<file path="src/rtl/scan_ctrl_multi.sv">
// Scan-test sequencer: repeats SHIFT/CAPTURE/GAP passes on a gated scan_clk,
// with start/stop/abort handshaking and a post-run sub-block reset pulse.
module scan_ctrl_multi #(
  parameter int CHAIN_LEN   = 11,
  parameter int CNT_W       = 12,
  parameter int CAPTURE_CYC = 1,
  parameter int GAP_CYC     = 6,
  parameter int SCAN_W      = 20,
  parameter int RST_CYC     = 3
) (
  input  logic              clk,
  input  logic              rst_n,
  input  logic              ADPLL_LOCK,
  input  logic              start,
  input  logic              stop,
  input  logic              cont_mode,
  input  logic [SCAN_W-1:0] scan_num,
  output logic              busy,
  output logic              scan_clk,
  output logic              shift_en,
  output logic              test_se,
  output logic              scan_done,
  output logic              scan_abort,
  output logic              sub_rst,
  output logic [SCAN_W-1:0] pass_cnt
);

  typedef enum logic [2:0] {
    IDLE,
    SHIFT,
    CAPTURE,
    GAP,
    DONE,
    SUBRST
  } state_t;

  localparam logic [CNT_W-1:0] SHIFT_LAST   = CNT_W'(CHAIN_LEN - 1);
  localparam logic [CNT_W-1:0] CAPTURE_LAST = CNT_W'(CAPTURE_CYC - 1);
  localparam logic [CNT_W-1:0] GAP_LAST     = CNT_W'(GAP_CYC - 1);
  localparam logic [CNT_W-1:0] RST_LAST     = CNT_W'(RST_CYC - 1);

  state_t            state;
  logic [CNT_W-1:0]  cnt;
  logic [SCAN_W-1:0] num_lat;
  logic              cont_lat;
  logic              clk_en;
  logic [SCAN_W-1:0] pass_next;
  logic              active;

  assign pass_next = pass_cnt + 1'b1;
  assign active    = (state == SHIFT) || (state == CAPTURE) || (state == GAP);

  always_ff @(posedge clk or negedge rst_n) begin
    if (!rst_n) begin
      state      <= IDLE;
      cnt        <= '0;
      num_lat    <= '0;
      cont_lat   <= 1'b0;
      pass_cnt   <= '0;
      busy       <= 1'b0;
      scan_done  <= 1'b0;
      scan_abort <= 1'b0;
    end else begin
      scan_done  <= 1'b0;
      scan_abort <= 1'b0;
      // Lock loss overrides any pass-sequencing decision.
      if (active && !ADPLL_LOCK) begin
        state      <= SUBRST;
        cnt        <= '0;
        scan_abort <= 1'b1;
      end else begin
        case (state)
          IDLE: begin
            if (start && ADPLL_LOCK && (cont_mode || (scan_num != '0))) begin
              state    <= SHIFT;
              cnt      <= '0;
              num_lat  <= scan_num;
              cont_lat <= cont_mode;
              pass_cnt <= '0;
              busy     <= 1'b1;
            end
          end
          SHIFT: begin
            if (cnt == SHIFT_LAST) begin
              state <= CAPTURE;
              cnt   <= '0;
            end else begin
              cnt <= cnt + 1'b1;
            end
          end
          CAPTURE: begin
            if (cnt == CAPTURE_LAST) begin
              state <= GAP;
              cnt   <= '0;
            end else begin
              cnt <= cnt + 1'b1;
            end
          end
          GAP: begin
            if (cnt == GAP_LAST) begin
              cnt      <= '0;
              pass_cnt <= pass_next;
              if ((!cont_lat && (pass_next == num_lat)) || stop) begin
                state     <= DONE;
                scan_done <= 1'b1;
              end else begin
                state <= SHIFT;
              end
            end else begin
              cnt <= cnt + 1'b1;
            end
          end
          DONE: begin
            state <= SUBRST;
            cnt   <= '0;
          end
          SUBRST: begin
            if (cnt == RST_LAST) begin
              state <= IDLE;
              cnt   <= '0;
              busy  <= 1'b0;
            end else begin
              cnt <= cnt + 1'b1;
            end
          end
          default: begin
            state <= IDLE;
            cnt   <= '0;
          end
        endcase
      end
    end
  end

  // Falling-edge updates keep clk_en and test_se stable for the whole high phase.
  always_ff @(negedge clk or negedge rst_n) begin
    if (!rst_n) begin
      clk_en  <= 1'b0;
      test_se <= 1'b1;
      sub_rst <= 1'b0;
    end else begin
      clk_en  <= ((state == SHIFT) || (state == CAPTURE)) && ADPLL_LOCK;
      test_se <= !((state == CAPTURE) || (state == GAP));
      sub_rst <= (state != SUBRST);
    end
  end

  assign shift_en = clk_en;
  assign scan_clk = clk & clk_en & ADPLL_LOCK;

endmodule
</file>
<file path="config.mk">
export PLATFORM = sky130hd
export DESIGN_NAME = scan_ctrl_multi
export DESIGN_NICKNAME = d
export VERILOG_FILES = /design/src/rtl/scan_ctrl_multi.sv
export SDC_FILE = /design/constraint.sdc
export NUM_CORES = 1
export LEC_CHECK = 0
export ABC_CLOCK_PERIOD_IN_PS = 3100
export BUFFER_PORTS_ARGS = -buffer_cell sky130_fd_sc_hd__buf_2
export CORE_MARGIN = 10
export CORE_UTILIZATION = 40
export CTS_CLUSTER_DIAMETER = 150
export CTS_CLUSTER_SIZE = 12
export DETAILED_ROUTE_END_ITERATION = 8
export PLACE_DENSITY = 0.59
export SYNTH_ARGS = -nofsm -noshare
export SYNTH_HDL_FRONTEND = slang
export SYNTH_SLANG_ARGS = --single-unit
export TNS_END_PERCENT = 50
</file>
<file path="constraint.sdc">
create_clock -name clk -period 3.1 [get_ports clk]
set_input_delay 0.62 -clock clk [delete_from_list [all_inputs] [get_ports clk]]
set_output_delay 0.62 -clock clk [all_outputs]
set_load 0.01 [all_outputs]
</file>
# Yosys cells after proc, flatten, opt, wreduce, memory -nomap -nowiden
# Index checks and enable logic that the tools add are counted.
# totals
reg_bits	62
inputBits	26
out_inout_bits	27
# op_classes
addsub	2
n_eq_ne	18
mux	26
bitwise	3
n_reduce_logical	22
# ops
operator	count
12-bit 2-to-1 mux	6
12-bit case mux with 5 select lines	1
20-bit 2-to-1 mux	2
20-bit case mux with 2 select lines	1
3-bit 2-to-1 mux	7
20-bit by 1-bit adder with 20-bit output, second input constant	1
20-bit == test	1
20-bit nonzero test	1
3-bit case mux with 6 select lines	1
12-bit by 1-bit adder with 12-bit output, second input constant	1
12-bit by 2-bit == test with 1-bit output, second input constant	1
12-bit by 3-bit == test with 1-bit output, second input constant	1
12-bit by 4-bit == test with 1-bit output, second input constant	1
12-bit logical NOT	1
3-bit by 1-bit != test with 1-bit output, second input constant	3
3-bit != test, second input constant	3
4-bit AND reduction	2
1-bit 2-to-1 mux	7
3-bit by 2-bit == test with 1-bit output, second input constant	2
3-bit == test, second input constant	2
1-bit logical AND	5
1-bit logical OR	5
5-bit AND reduction	1
2-bit != test, second input constant	2
other kinds (9)	13

# Logic depth before layout (Yosys ltp)
# Gate-level depths: netlist (run 1).
# logic_depth
ltp_word	8
mapped_depth	10
depth_no_buf	9

==> results of run 1 <==
-- cells by family after synthesis --
kind of cell	count (synthesis)
simple gates	142
xor+xnor	27
fa+ha+maj	5
mux	23
compound gates	103
buf+inv	27
flops	62
-- cell type report --
| type | instances | area [um^2] | area share |
|---|---|---|---|
| Multi-Input combinational cell | 300 | 2030 | 0.470 |
| Sequential cell | 62 | 1550 | 0.359 |
| Timing Repair Buffer | 62 | 344 | 0.0795 |
| Clock buffer | 16 | 213 | 0.0491 |
| Tap cell | 111 | 139 | 0.0321 |
| Clock inverter | 5 | 23.8 | 0.00549 |
| Inverter | 6 | 22.5 | 0.00520 |
-- cells in the final DEF, fill, tap and decap left out, types with 3 or more instances in the layout --
cell type,synthesis,layout
nor3_1,6,6
a31oi_1,4,4
nor2_1,27,27
ha_1,5,5
o21ai_1,7,7
xnor2_1,14,14
dfrtp_1,59,59
o21ai_0,40,40
nand2b_1,15,15
nand3_1,14,14
or3_1,4,4
and2_1,7,7
and3_1,10,10
nor2b_1,7,7
buf_2,11,51
mux2_2,21,21
inv_1,7,8
o31ai_1,11,11
buf_4,0,11
nand4_1,8,8
clkbuf_8,0,13
o41ai_1,4,4
nand2_1,24,24
a21oi_1,10,10
a211oi_1,3,3
nor4_1,7,7
xor2_1,13,13
o41ai_2,4,4
-- routing by layer --
layer,wire length [um],global-route usage,up-vias
met1,4350,0.195,1553
met4,160,0.0667,0
met3,622,0.0354,16
met2,4920,0.255,104
li1,-,-,1549
met5,0,0,-
-- registers in the layout (all words and copies together) (netlist names) --
| signal | flops |
|---|---|
| state | 3 |
| shift_en | 1 |
| scan_done | 1 |
| num_lat | 20 |
| sub_rst | 1 |
| scan_abort | 1 |
| busy | 1 |
| test_se | 1 |
| pass_cnt | 20 |
| cont_lat | 1 |
| cnt | 12 |
-- worst min path at each step --
stage          depth (start not counted)  slack, ns                    to                  from
3_3_place_gp                           1       0.49  cont_lat$_DFFE_PN0P_  cont_lat$_DFFE_PN0P_
2_1_floorplan                          0       0.32      busy$_DFFE_PN0P_                 rst_n
5_1_grt                                1       0.05   cnt[10]$_DFFE_PN0P_                 rst_n
4_1_cts                                1       0.05  scan_abort$_DFF_PN0_                 rst_n
3_5_place_dp                           1       0.49  cont_lat$_DFFE_PN0P_  cont_lat$_DFFE_PN0P_
6_report                               1       0.06  scan_abort$_DFF_PN0_                 rst_n
-- where the power goes --
group,internal (mW),switching (mW),leakage (nW)
sequential,1.09,0.415,0.801
clock,0.442,0.344,0.141
combinational,0.656,0.645,0.938
-- worst reg2reg max path, stage by stage (launching register included) --
cell	delay (ns)
dfrtp_1	0.45
ha_1	0.31
and4_4	0.29
and3_1	0.37
nand4_1	0.16
a221o_1	0.34
nor4_1	0.37
a311oi_1	0.17
o31a_1	0.26
-- timing repair --
action,4_1_cts,5_1_grt
endpoints found under the setup margin,5,5
cloned,0,0
gates resized for setup,1,0
==> out/metrics.yaml, run 1 <==
cp_slowest_cell: "dfstp_2"
io_pins: 53
powerDensity_nw_per_um2: 830
avgSynthCellArea_um2: 9.52
fin_cells: 562
num_antenna_cells: 0
nFillCells: 876
cts_tree: "done"
drive_above_1_share: 0.257
synth.area.mux_share: 0.0693
synth_top_area_frac: 0.399
synth_edf_count: 0
cts_setup_buffers: 0
start_kind: "flip-flop"
worstSetupEndpointType: "output pin"
drc: 0
netlist_area_um2: 3700
async_flop_share: 1.00
gp_congestion: 0.862
cp.depth: 1
crit_required_ns: 2.48
hold_viol_final: 0
wl_per_cell_um: 17.9
synth_seq_cells: 62
fp-row-count: 35
fin_tns_setup_ns: -0.453
synth.most_common_cell: "dfrtp_1"
die_area_um2: 13500
violations: "setup timing"
r2r_end: "state[0]$_DFFE_PN0P_"
synth_top_area_cell: "dfrtp_1"
dp_slack_ns: 0.298
final_max_slew_viol_count: 0
grt_setup_unrepaired: "yes"
cp_num_buf_inv: 1
dp_cells: 543
ys.flop_type: "dfrtp_1"
synthXorXnorAreaFrac: 0.0639
grt_max_degree: 31
cp_top_family: "flip-flops"
hold_class: "input pin to async pin"
dpl_cell_area_um2: 4090
grt_pass1_vias: 3234
p_total_mw: 3.59
dpl.hpwl_um: 7390
synth_adder_area_share: 0.0169
final_area_um2: 4330
setup_violations: 5
r2r_cells: 8
final_util: 0.475
clkLatencyLatePin_ns: 0.51
synth_top_family_by_area: "simple AND/OR/NAND/NOR gates"
postCtsHoldBufs: 0
worstSetupPathType: "flip-flop to output pin"
nets: 477
drt_iter0_drc: 202
max_stage_delay_ns: 0.52
relSlewSlack: 0.661
ys_top_cells_by_count: "dfrtp_1, o21ai_0, nor2_1"
r2r_slack_ns: 0.27
ant_nets: 0
crit_arrival_ns: 2.68
synth_nets: 420
port_buffers: 52
antenna_found_initial: 0
die_height_um: 116
die_w_um: 116
peakVddDrop_v: 0.000329
r2r-start: "pass_cnt[0]$_DFFE_PN0P_"
skew_ns: 0.0650
grt-ovfl-total: 0
status: "complete, but fails checks"
detail_route.wirelength_um: 10000
vias: 3222
synth_compound_area_frac: 0.184
clk_pin_slew_ns: 0.07
tightestPinTransition_ns: 0.504
synth_area_leaders: "dfrtp_1, mux2_2, o21ai_0, xnor2_1, xor2_1"
path_cells: "buf_6"
syn_to_final_growth_pct: 16.9
power_leakage_nw: 1.88
maxCapViolCount: 0
hold_slack_ns: 0.0603
synthSimpleGateAreaFrac: 0.213
synth.yosys.seq_area_share: 0.419
viasPerCell: 5.73
core_um2: 9110
grt_pass1_wl_um: 16500
critPathMaxFanout: 1
drt_pre_antenna_iters: 5
setup_ws_ns: -0.195
syn_inst: 389
critPathLaunch: "test_se$_DFF_NN1_"
synth_cell_types: 58
start_util: 0.406
track_usage: 0.157
ys.warnings.count: 0
crit_path_end: "test_se"
No activity file was read; power rests on OpenSTA's default activity.
==> run 2, diff against run 1 <==
Settings changed: CTS_BUF_LIST set to sky130_fd_sc_hd__clkbuf_4 sky130_fd_sc_hd__clkbuf_8.
==> run 2 against run 1 <==
- critical endpoint unchanged
- critical path type unchanged
- total power up 1.1%
- routed wire length about the same
- clock power up 5.1%
- clock skew about the same
- critical path depth is the same
- utilization increased by 0.096 points
- the flow still finishes with violations (setup timing)
- die area is the same
==> out/metrics.yaml, run 2 (synthesis results as in run 1) <==
status: "complete, but fails checks"
violations: "setup timing"
nFillCells: 875
postCtsHoldBufs: 0
peakVddDrop_v: 0.000329
worstSetupEndpointType: "output pin"
num_antenna_cells: 0
power_leakage_nw: 1.89
path_cells: "buf_6"
final_cell_mix: "dfrtp_1, buf_2, o21ai_0"
multi_input_area_um2: 2030
relSlewSlack: 0.661
vias: 3221
clk_pin_slew_ns: 0.07
start_kind: "flip-flop"
cp_top_family: "flip-flops"
met3_usage: 0.0354
cp_num_buf_inv: 1
io_pins: 53
antenna_found_initial: 0
met1_usage: 0.195
top_regs: "num_lat x20, pass_cnt x20, cnt x12"
use_met2: 0.255
die_height_um: 116
crit_required_ns: 2.48
ant_nets: 0
track_usage: 0.157
detail_route.wirelength_um: 10000
dpl_cell_area_um2: 4090
clkLatencyLatePin_ns: 0.51
p_total_mw: 3.63
drive_above_1_share: 0.259
start_util: 0.406
crit_arrival_ns: 2.68
final_area_um2: 4340
cp_slowest_cell: "dfstp_2"
hold_slack_ns: 0.0603
max_stage_delay_ns: 0.52
grt_max_degree: 31
r2r_slack_ns: 0.27
fin_tns_setup_ns: -0.453
mostFrequentLayoutCell: "dfrtp_1"
gp_congestion: 0.862
drc: 0
grt-ovfl-total: 0
die_area_um2: 13500
seqCellArea_um2: 1550
skew_ns: 0.0650
cts_tree: "done"
nets: 477
core_um2: 9110
die_w_um: 116
grt_setup_unrepaired: "yes"
critPathMaxFanout: 1
wl_per_cell_um: 17.9
dpl.hpwl_um: 7390
grt_pass1_vias: 3234
dp_slack_ns: 0.298
grt_pass1_wl_um: 16500
fp-row-count: 35
setup_ws_ns: -0.195
powerDensity_nw_per_um2: 838
worstSetupPathType: "flip-flop to output pin"
maxCapViolCount: 0
syn_to_final_growth_pct: 17.1
port_buffers: 52
top_usage_layer: "met2"
tightestPinTransition_ns: 0.504
final_max_slew_viol_count: 0
drt_pre_antenna_iters: 5
viasPerCell: 5.73
hold_class: "input pin to async pin"
hold_viol_final: 0
drt_iter0_drc: 202
setup_violations: 5
## run 2: final timing paths
check	startpoint	endpoint	cells past startpoint
hold reg to reg	cont_lat$_DFFE_PN0P_	cont_lat$_DFFE_PN0P_	1
max in group asynchronous	rst_n	test_se$_DFF_NN1_	1
setup reg to reg	pass_cnt[0]$_DFFE_PN0P_	state[0]$_DFFE_PN0P_	8
hold / removal	rst_n	scan_abort$_DFF_PN0_	1
min in group clk	scan_num[19]	num_lat[19]$_DFFE_PN0P_	2
setup / recovery	test_se$_DFF_NN1_	test_se	1
## run 2: per-layer routing
layer / vias up / share of wire
li1: 1549 / -
met1: 1552 / 0.43
met2: 104 / 0.49
met3: 16 / 0.062
met4: 0 / 0.016
met5: - / 0
## run 2: what timing repair did
item,in CTS,in global routing
resized for setup,1,0
setup endpoints to repair,5,5
buffers inserted,0,0
## run 2: cell type report
class,instances,area share
clock inverter,6,0.0124
sequential,62,0.358
tap,111,0.0320
inverter,6,0.00519
clock buffer,15,0.0441
timing repair buffer,62,0.0793
multi-input combinational,300,0.469
## run 2: through the flow
| stage | std cells | utilization |
|---|---|---|
| final | 562 | 0.476 |
| after global routing | 562 | 0.476 |
| after CTS | 562 | 0.476 |
| after detailed placement | 543 | 0.449 |
| after global placement | 543 | 0.449 |
| after floorplan | 389 | - |
## run 2: power by group
group,internal [mW],leakage [nW],switching (mW)
clock,0.483,0.147,0.343
combinational,0.656,0.938,0.645
sequential,1.09,0.801,0.415
total,2.23,1.89,1.40
==> run 3, diff against run 2 <==
Settings changed: CTS_BUF_LIST sky130_fd_sc_hd__clkbuf_4 sky130_fd_sc_hd__clkbuf_8 to sky130_fd_sc_hd__clkbuf_8.
==> run 3 against run 2 <==
- the flow still finishes with violations (setup timing)
- cell count unchanged
- flip-flop and latch count is the same
- non-clock buffer count unchanged
- sequential power about the same
- worst hold slack did not move
- clock-buffer cell count decreased by 1
- total power down 0.33%
- via count unchanged
- critical path depth unchanged
- routed wire length barely moved
- critical path type unchanged
==> out/metrics.yaml, run 3 (synthesis results as in run 1) <==
num_antenna_cells: 0
cp_num_buf_inv: 1
worstSetupPathType: "flip-flop to output pin"
die_area_um2: 13500
crit_required_ns: 2.48
ant_nets: 0
fp-row-count: 35
mostFrequentLayoutCell: "dfrtp_1"
drt_pre_antenna_iters: 5
r2r-start: "pass_cnt[0]$_DFFE_PN0P_"
path_cells: "buf_6"
crit_arrival_ns: 2.68
grt_pass1_wl_um: 16500
dp_cells: 543
hold_viol_final: 0
powerDensity_nw_per_um2: 836
worstSetupEndpointType: "output pin"
vias: 3221
start_util: 0.406
cp_slowest_cell: "dfstp_2"
met1_usage: 0.195
tightestPinTransition_ns: 0.504
drive_above_1_share: 0.257
syn_to_final_growth_pct: 17.0
seqCellArea_um2: 1550
antenna_found_initial: 0
top_usage_layer: "met2"
internal_power_mw: 2.22
grt_setup_unrepaired: "yes"
cts_setup_buffers: 0
postCtsHoldBufs: 0
clockPowerShare: 0.225
multi_input_area_um2: 2030
setup_ws_ns: -0.195
final_cell_mix: "dfrtp_1, buf_2, o21ai_0"
switchingPower_mw: 1.40
grt_max_degree: 31
relSlewSlack: 0.661
detail_route.wirelength_um: 10000
start_kind: "flip-flop"
grt-ovfl-total: 0
die_w_um: 116
cts_tree: "done"
p_total_mw: 3.62
wl_per_cell_um: 17.9
skew_ns: 0.0650
clkLatencyLatePin_ns: 0.51
gp_congestion: 0.862
critPathLaunch: "test_se$_DFF_NN1_"
r2r_slack_ns: 0.27
io_pins: 53
met3_usage: 0.0354
track_usage: 0.157
peakVddDrop_v: 0.000329
final_max_slew_viol_count: 0
top_regs: "num_lat x20, pass_cnt x20, cnt x12"
dpl_cell_area_um2: 4090
status: "complete, but fails checks"
drc: 0
grt_pass1_vias: 3234
setup_violations: 5
drt_iter0_drc: 202
nets: 477
switching_share: 0.388
p_comb_frac: 0.359
max_stage_delay_ns: 0.52
dpl.hpwl_um: 7390
cp_top_family: "flip-flops"
port_buffers: 52
use_met2: 0.255
violations: "setup timing"
final_area_um2: 4330
cp.depth: 1
nFillCells: 875
critPathMaxFanout: 1
final_util: 0.476
core_um2: 9110
power_leakage_nw: 1.89
p_seq_frac: 0.416
clk_pin_slew_ns: 0.07
maxCapViolCount: 0
fin_cells: 562
die_height_um: 116
hold_class: "input pin to async pin"
viasPerCell: 5.73
fin_tns_setup_ns: -0.453
r2r_cells: 8
==> run 3: cell count changes in the layout (fill, tap and decap cells not counted) <==
cell / delta
inv_1: +1
clkbuf_4: -1
==> run 3: final timing paths <==
path,endpoint
min in group clk,num_lat[19]$_DFFE_PN0P_
worst min register to register,cont_lat$_DFFE_PN0P_
worst min-delay path,scan_abort$_DFF_PN0_
max in group asynchronous,test_se$_DFF_NN1_
worst max-delay path,test_se
worst max register to register,state[0]$_DFFE_PN0P_
==> run 3: cell type report <==
cell class	count	share of cell area
multi-input combinational	300	0.469
sequential	62	0.358
timing repair buffer	62	0.0794
clock buffer	14	0.0424
tap	111	0.0321
clock inverter	7	0.0133
inverter	6	0.00520
==> run 3: power groups by stage <==
stage / Sequential, mW / Combinational [mW] / Clock, mW
finish: 1.51 / 1.30 / 0.814
global route: 1.56 / 1.46 / 0.887
CTS: 1.50 / 1.32 / 0.840
detailed placement: 1.51 / 1.31 / 0.00824
global placement: 1.51 / 1.28 / 0.00824
floorplan: 1.40 / 0.983 / 0.00669
==> run 3: per-layer routing <==
metal  vias up  wire length, um
li1       1549                -
met1      1552             4350
met2       104             4920
met3        16              622
met4         0              160
met5         -                0
==> run 3: what timing repair did <==
item / CTS / global route
gates resized for setup: 1 / 0
pin swaps: 0 / 0
endpoints found under the setup margin: 5 / 5
==> run 3: metrics by stage <==
step,hold slack [ns],setup WS [ns]
3_3_place_gp,0.493,0.308
3_5_place_dp,0.495,0.298
6_report,0.0603,-0.195
4_1_cts,0.0544,-0.208
2_1_floorplan,0.324,0.294
5_1_grt,0.0484,-0.261
